--- src/rtl/wb_master_sequencer.sv ---
// wb_master_sequencer
// Wishbone classic initiator. It takes one register-access command at a time
// and runs one Wishbone cycle for it. Every cycle is bounded by an ACK
// timeout. The result (read data or a timeout error) comes back on a
// valid/ready response port.
//
// Ports:
//   WBs_CLK_i, WBs_RST_n_i        clock (rising edge), async active-low reset
//   cmd_valid_i / cmd_ready_o     command handshake
//   cmd_we_i, cmd_adr_i,          command: direction, word address,
//   cmd_byte_stb_i, cmd_dat_i     byte enables, write data
//   rsp_valid_o / rsp_ready_i     response handshake
//   rsp_dat_o, rsp_err_o          read data (0 for writes/errors), timeout flag
//   WBm_*                         Wishbone master bus
//   busy_o                        high whenever a command is in flight
//   err_cnt_o                     saturating count of timeouts
module wb_master_sequencer #(
  parameter int ADDRWIDTH      = 7,
  parameter int DATAWIDTH      = 32,
  parameter int TIMEOUT_CYCLES = 16
) (
  input  logic                 WBs_CLK_i,
  input  logic                 WBs_RST_n_i,
  input  logic                 cmd_valid_i,
  output logic                 cmd_ready_o,
  input  logic                 cmd_we_i,
  input  logic [ADDRWIDTH-1:0] cmd_adr_i,
  input  logic [3:0]           cmd_byte_stb_i,
  input  logic [DATAWIDTH-1:0] cmd_dat_i,
  output logic                 rsp_valid_o,
  input  logic                 rsp_ready_i,
  output logic [DATAWIDTH-1:0] rsp_dat_o,
  output logic                 rsp_err_o,
  output logic [ADDRWIDTH-1:0] WBm_ADR_o,
  output logic                 WBm_CYC_o,
  output logic                 WBm_STB_o,
  output logic                 WBm_WE_o,
  output logic [3:0]           WBm_BYTE_STB_o,
  output logic [DATAWIDTH-1:0] WBm_DAT_o,
  input  logic [DATAWIDTH-1:0] WBm_DAT_i,
  input  logic                 WBm_ACK_i,
  output logic                 busy_o,
  output logic [7:0]           err_cnt_o
);

  typedef enum logic [1:0] {
    IDLE = 2'd0,
    BUS  = 2'd1,
    RESP = 2'd2
  } state_t;

  // The counter only has to reach TIMEOUT_CYCLES-1.
  localparam int CNTW = $clog2(TIMEOUT_CYCLES);
  localparam logic [CNTW-1:0] TMO_LAST = CNTW'(TIMEOUT_CYCLES - 1);

  state_t                 state_q;
  logic [CNTW-1:0]        tmo_cnt_q;
  logic [ADDRWIDTH-1:0]   adr_q;
  logic                   cyc_q;
  logic                   we_q;
  logic [3:0]             bstb_q;
  logic [DATAWIDTH-1:0]   wdat_q;
  logic                   rsp_valid_q;
  logic                   rsp_err_q;
  logic [DATAWIDTH-1:0]   rsp_dat_q;
  logic [7:0]             err_cnt_q;
  logic                   tmo_hit_d;

  assign tmo_hit_d = (tmo_cnt_q == TMO_LAST);

  // Sequencer FSM. All bus and response outputs are registered here.
  // In BUS, ACK is tested before the timeout. An ACK seen on the last
  // allowed cycle therefore still completes as a success.
  always_ff @(posedge WBs_CLK_i or negedge WBs_RST_n_i) begin
    if (!WBs_RST_n_i) begin
      state_q     <= IDLE;
      tmo_cnt_q   <= '0;
      adr_q       <= '0;
      cyc_q       <= 1'b0;
      we_q        <= 1'b0;
      bstb_q      <= '0;
      wdat_q      <= '0;
      rsp_valid_q <= 1'b0;
      rsp_err_q   <= 1'b0;
      rsp_dat_q   <= '0;
      err_cnt_q   <= '0;
    end else begin
      case (state_q)
        IDLE: begin
          if (cmd_valid_i) begin
            adr_q     <= cmd_adr_i;
            we_q      <= cmd_we_i;
            bstb_q    <= cmd_byte_stb_i;
            wdat_q    <= cmd_dat_i;
            cyc_q     <= 1'b1;
            tmo_cnt_q <= '0;
            state_q   <= BUS;
          end
        end
        BUS: begin
          if (WBm_ACK_i) begin
            cyc_q       <= 1'b0;
            we_q        <= 1'b0;
            rsp_dat_q   <= we_q ? '0 : WBm_DAT_i;
            rsp_err_q   <= 1'b0;
            rsp_valid_q <= 1'b1;
            state_q     <= RESP;
          end else if (tmo_hit_d) begin
            cyc_q       <= 1'b0;
            we_q        <= 1'b0;
            rsp_dat_q   <= '0;
            rsp_err_q   <= 1'b1;
            rsp_valid_q <= 1'b1;
            if (err_cnt_q != 8'hFF) begin
              err_cnt_q <= err_cnt_q + 8'd1;
            end
            state_q     <= RESP;
          end else begin
            tmo_cnt_q <= tmo_cnt_q + 1'b1;
          end
        end
        RESP: begin
          if (rsp_ready_i) begin
            rsp_valid_q <= 1'b0;
            state_q     <= IDLE;
          end
        end
        default: begin
          state_q <= IDLE;
        end
      endcase
    end
  end

  // CYC and STB are always equal, so both come from one register.
  assign WBm_CYC_o      = cyc_q;
  assign WBm_STB_o      = cyc_q;
  assign WBm_WE_o       = we_q;
  assign WBm_ADR_o      = adr_q;
  assign WBm_BYTE_STB_o = bstb_q;
  assign WBm_DAT_o      = wdat_q;
  assign rsp_valid_o    = rsp_valid_q;
  assign rsp_err_o      = rsp_err_q;
  assign rsp_dat_o      = rsp_dat_q;
  assign err_cnt_o      = err_cnt_q;
  assign cmd_ready_o    = (state_q == IDLE);
  assign busy_o         = (state_q != IDLE);

endmodule

--- config.mk ---
export PLATFORM = sky130hd
export DESIGN_NAME = wb_master_sequencer
export DESIGN_NICKNAME = d
export VERILOG_FILES = /design/src/rtl/wb_master_sequencer.sv
export SDC_FILE = /design/constraint.sdc
export NUM_CORES = 1
export LEC_CHECK = 0
export ABC_CLOCK_PERIOD_IN_PS = 1800
export CAP_MARGIN = 30
export CORE_ASPECT_RATIO = 1.4
export CORE_MARGIN = 3
export CORE_UTILIZATION = 30
export CTS_CLUSTER_SIZE = 25
export DETAILED_ROUTE_END_ITERATION = 8
export MAX_ROUTING_LAYER = met4
export PLACE_DENSITY = 0.62
export SYNTH_ARGS = -nofsm -noshare
export SYNTH_HDL_FRONTEND = slang
export SYNTH_SLANG_ARGS = --single-unit
--- constraint.sdc ---
create_clock -name WBs_CLK_i -period 1.8 [get_ports WBs_CLK_i]
set_clock_uncertainty 0.2 [all_clocks]
set_input_delay 0.36 -clock WBs_CLK_i [delete_from_list [all_inputs] [get_ports WBs_CLK_i]]
set_output_delay 0.36 -clock WBs_CLK_i [all_outputs]
set_load 0.005 [all_outputs]
==> results by group <==
Status
  • Run status: finished, final reports clean

Critical path
  • CP Class: register to output pin
  • CP Cell Sequence: clkdlybuf4s50_1
  • Worst EP required: 1.24 ns
  • Crit path arrival time: 1.20 ns
  • Slowest stage delay, CP: ~0.5 ns
  • CP bufs+invs: 1
  • Crit Path Max Fanout: 2
  • Top delay family on crit path: buffers and inverters
  • Worst path slowest cell: clkdlybuf4s50_1
  • Crit end category: output pin
  • Type of origin of the critical path: register

Logic synthesis
  • Yosys top cell by area: dfrtp_1
  • Unique masters post-synth: 33
  • Synth async-reset ratio: 100.0%
  • Number of flops mapped to enable cells by yosys: 0
  • Synthesized area: between 0.003 and 0.004 sq mm
  • Cell with the most instances after synthesis: nand2_1
  • Synth top area share: between 60% and 70%
  • Sequential area share after synthesis: 62.33%
  • Synth top area cells: dfrtp_1 (62%), nand2_1 (18%), a22o_1 (3.5%)
  • Cells after synthesis: approximately 380
  • Syn_area_per_cell: about 10 sq um
  • Syn. warnings: 0
  • Ys flop type: dfrtp_1
  • Syn_nets: 458
  • Commonest cells in the netlist: nand2_1 (175), dfrtp_1 (93), o21ai_0 (20), a22o_1 (15), buf_2 (10)
  • Synth Register Bits: between 90 and 100

Placement
  • Number of port buffers: 170
  • DP HPWL: 7396 um
  • Setup WS pre-CTS: -0.3044 ns
  • Routability Congestion: ~0.75
  • DP Area: between 0.005 and 0.006 sq mm

STA
  • Setup TNS: 0 ns
  • Max Fclk: about 0.57 GHz
  • Final Hold Vio Count: 0
  • Max Slew Vio Count: 0
  • Worst Slack Setup Final: between 0.03 and 0.04 ns
  • Minimum clock period: 1.765 ns
  • Crit share post-route: 98.05%
  • Relative slew slack: 74.61%
  • Worst-Margin Slew: around 0.38 ns
  • Final setup viols: 0

Final layout
  • Share of cells above drive strength 1: 12.91%
  • P&R area growth vs syn: 70.21%
  • Post-layout instance area: 0.006355 sq mm
  • Filler cells: approximately 1,100
  • Diodes inserted: 0
  • # nets final: between 600 and 700

Detailed routing
  • Total Wirelength: 10,380 um
  • WL/cell: about 14 um
  • Number of DRC markers in iteration 0: slightly below 80
  • ANT nets after route: 0
  • Vias per cell: ~4.4
  • TritonRoute pass-1 iters: 4
  • DR vias: 3,203
  • DRC: 0

Pwr
  • VDD IR max: roughly 0.00063 V
  • Clock Power Share: 21.9%
  • Sw power: approximately 2700 uW
  • Total power after layout: 8885 uW
  • Switching Fraction: just over 30%
  • Gate power share: approximately two fifths
  • Pwr dens: ~1400 mW/mm^2
  • Sequential share of power: between 30% and 40%
  • Internal power: 6198 uW
  • Leak: roughly 0.0035 uW

Die
  • Io pins: approximately 170
  • FP Rows: 47
  • DIE HEIGHT: around 140 um
  • Initial Util: between 30% and 40%
  • Die area: 0.01384 sq mm
  • Die W: ~100 um
  • Core Region: between 0.01 and 0.015 sq mm

Global route
  • Largest net degree at the start of global routing: 48
  • GRT Total Usage: between 15 and 20%
  • Initial antenna violation count: 0
  • Grt total ovfl: 0
  • Vias in the first global route: about 3,300
  • First-pass GRT wire length: roughly 17,000 um

Clock network
  • Total CTS buffers: 9
  • Clock slew at the register clock pins of the worst setup and hold paths: 0.07 ns
  • CTS Buffer Depth: 2
  • H-tree depth: 3
  • Worst skew pair latency: between 0.3 and 0.4 ns
  • Root Buffer: clkbuf_16
  • Clk sinks: between 90 and 100
  • CTS tree: built

Worst hold path
  • Worst Hold Class: primary input to asynchronous set/reset pin

Flow run
  • Max Cap Violations: 0
placed cells by master (no fill, tap or decap), types with 2 or more instances in the layout:
cell type        count
nand2_1            175
clkdlybuf4s50_1    124
dfrtp_1             92
dlymetal6s2s_1      38
buf_4               31
o21ai_0             20
a22o_1              15
clkbuf_16           10
nand3_1              8
xor2_1               7
buf_12               6
dlygate4sd2_1        4
inv_1                3
nor2_1               3
nor3_4               3
clkdlybuf4s15_1      3
nand2b_1             2
and3_1               2
a21oi_1              2
clkinv_2             2
clkbuf_8             2
buf_6                2
worst paths after layout:
kind                                    from  cells past startpoint  slack [ns]                end
worst min register to register  rsp_dat_o[4]                      2        0.27       rsp_dat_o[4]
min in group WBs_CLK_i          rsp_dat_o[4]                      2        0.27       rsp_dat_o[4]
worst max register to register  err_cnt_o[0]                      6        0.05       err_cnt_o[6]
worst max-delay path            WBm_ADR_o[0]                      1        0.04       WBm_ADR_o[0]
worst min-delay path             WBs_RST_n_i                      2        0.23      rsp_dat_o[13]
max in group asynchronous        WBs_RST_n_i                      3        0.51  WBm_BYTE_STB_o[0]
flip-flops by register name, indices dropped and copies added, names as in the netlist:
| register | count |
|---|---|
| err_cnt_o | 8 |
| WBm_WE_o | 1 |
| state_q | 2 |
| WBm_BYTE_STB_o | 4 |
| WBm_DAT_o | 32 |
| WBm_ADR_o | 7 |
| rsp_err_o | 1 |
| rsp_valid_o | 1 |
| WBm_CYC_o | 1 |
| rsp_dat_o | 32 |
| tmo_cnt_q | 4 |
worst register-to-register path: stages, from the launching register on:
cell	delay, ns
dfrtp_1	0.37
buf_4	0.13
ha_4	0.14
nand3_4	0.08
or2_2	0.29
nor2_1	0.10
mux2_2	0.34
power groups by stage:
| stage | sequential, uW | clock [uW] | combinational [uW] |
|---|---|---|---|
| 5_1_grt | 3440 | 2080 | 3990 |
| 4_1_cts | 3350 | 2010 | 3670 |
| 3_5_place_dp | 3390 | 0 | 3590 |
| 6_report | 3340 | 1950 | 3600 |
| 3_3_place_gp | 3370 | 0 | 3530 |
| 2_1_floorplan | 3420 | 0 | 1270 |
routing by layer:
layer	vias to the layer above	part of all wire (%)	track usage (%)
met5	-	0	-
met4	0	2.0	5.678
met3	16	7.1	3.881
met2	124	49	24.07
met1	1462	42	19.60
li1	1601	-	-
cells by family after synthesis:
family | count (synthesis) | share of synthesized area, %
buffers and inverters | 23 | 3.753
xor gates and xnor gates | 7 | 1.642
DFF | 93 | 62.33
and+or+nand+nor | 207 | 23.63
adders and majority gates | 2 | 0.6701
muxes | 3 | 0.9048
AOI/OAI and AO/OA | 40 | 7.071
metrics by stage:
stage	hold slack (ns)	instances	util [%]
finish	0.2331	728	52.97
global route	0.2404	728	52.97
CTS	0.2341	720	51.06
detailed placement	0.05478	691	47.52
global placement	0.05134	691	47.52
floorplan	-0.1356	375	-
cell type report:
type                            instances  area [sq um]  share of cell area [%]
Multi-Input combinational cell        259          1330                   20.93
Tap cell                              147         183.9                   2.894
Clock inverter                          5         56.30                  0.8860
Inverter                                3         11.26                  0.1772
Clock buffer                           11         252.7                   3.977
Timing Repair Buffer                  210          2192                   34.49
Sequential cell                        93          2328                   36.64
timing repair:
item | 4_1_cts | 5_1_grt
pin swaps | 1 | 8
endpoints found under the hold margin | 48 | 0
hold buffers | 1 | 0
gates cloned | 0 | 1
resized for setup | 15 | 49
endpoints found under the setup margin | 16 | 67
buffers inserted | 12 | 8
No activity file was read; power rests on OpenSTA's default activity.
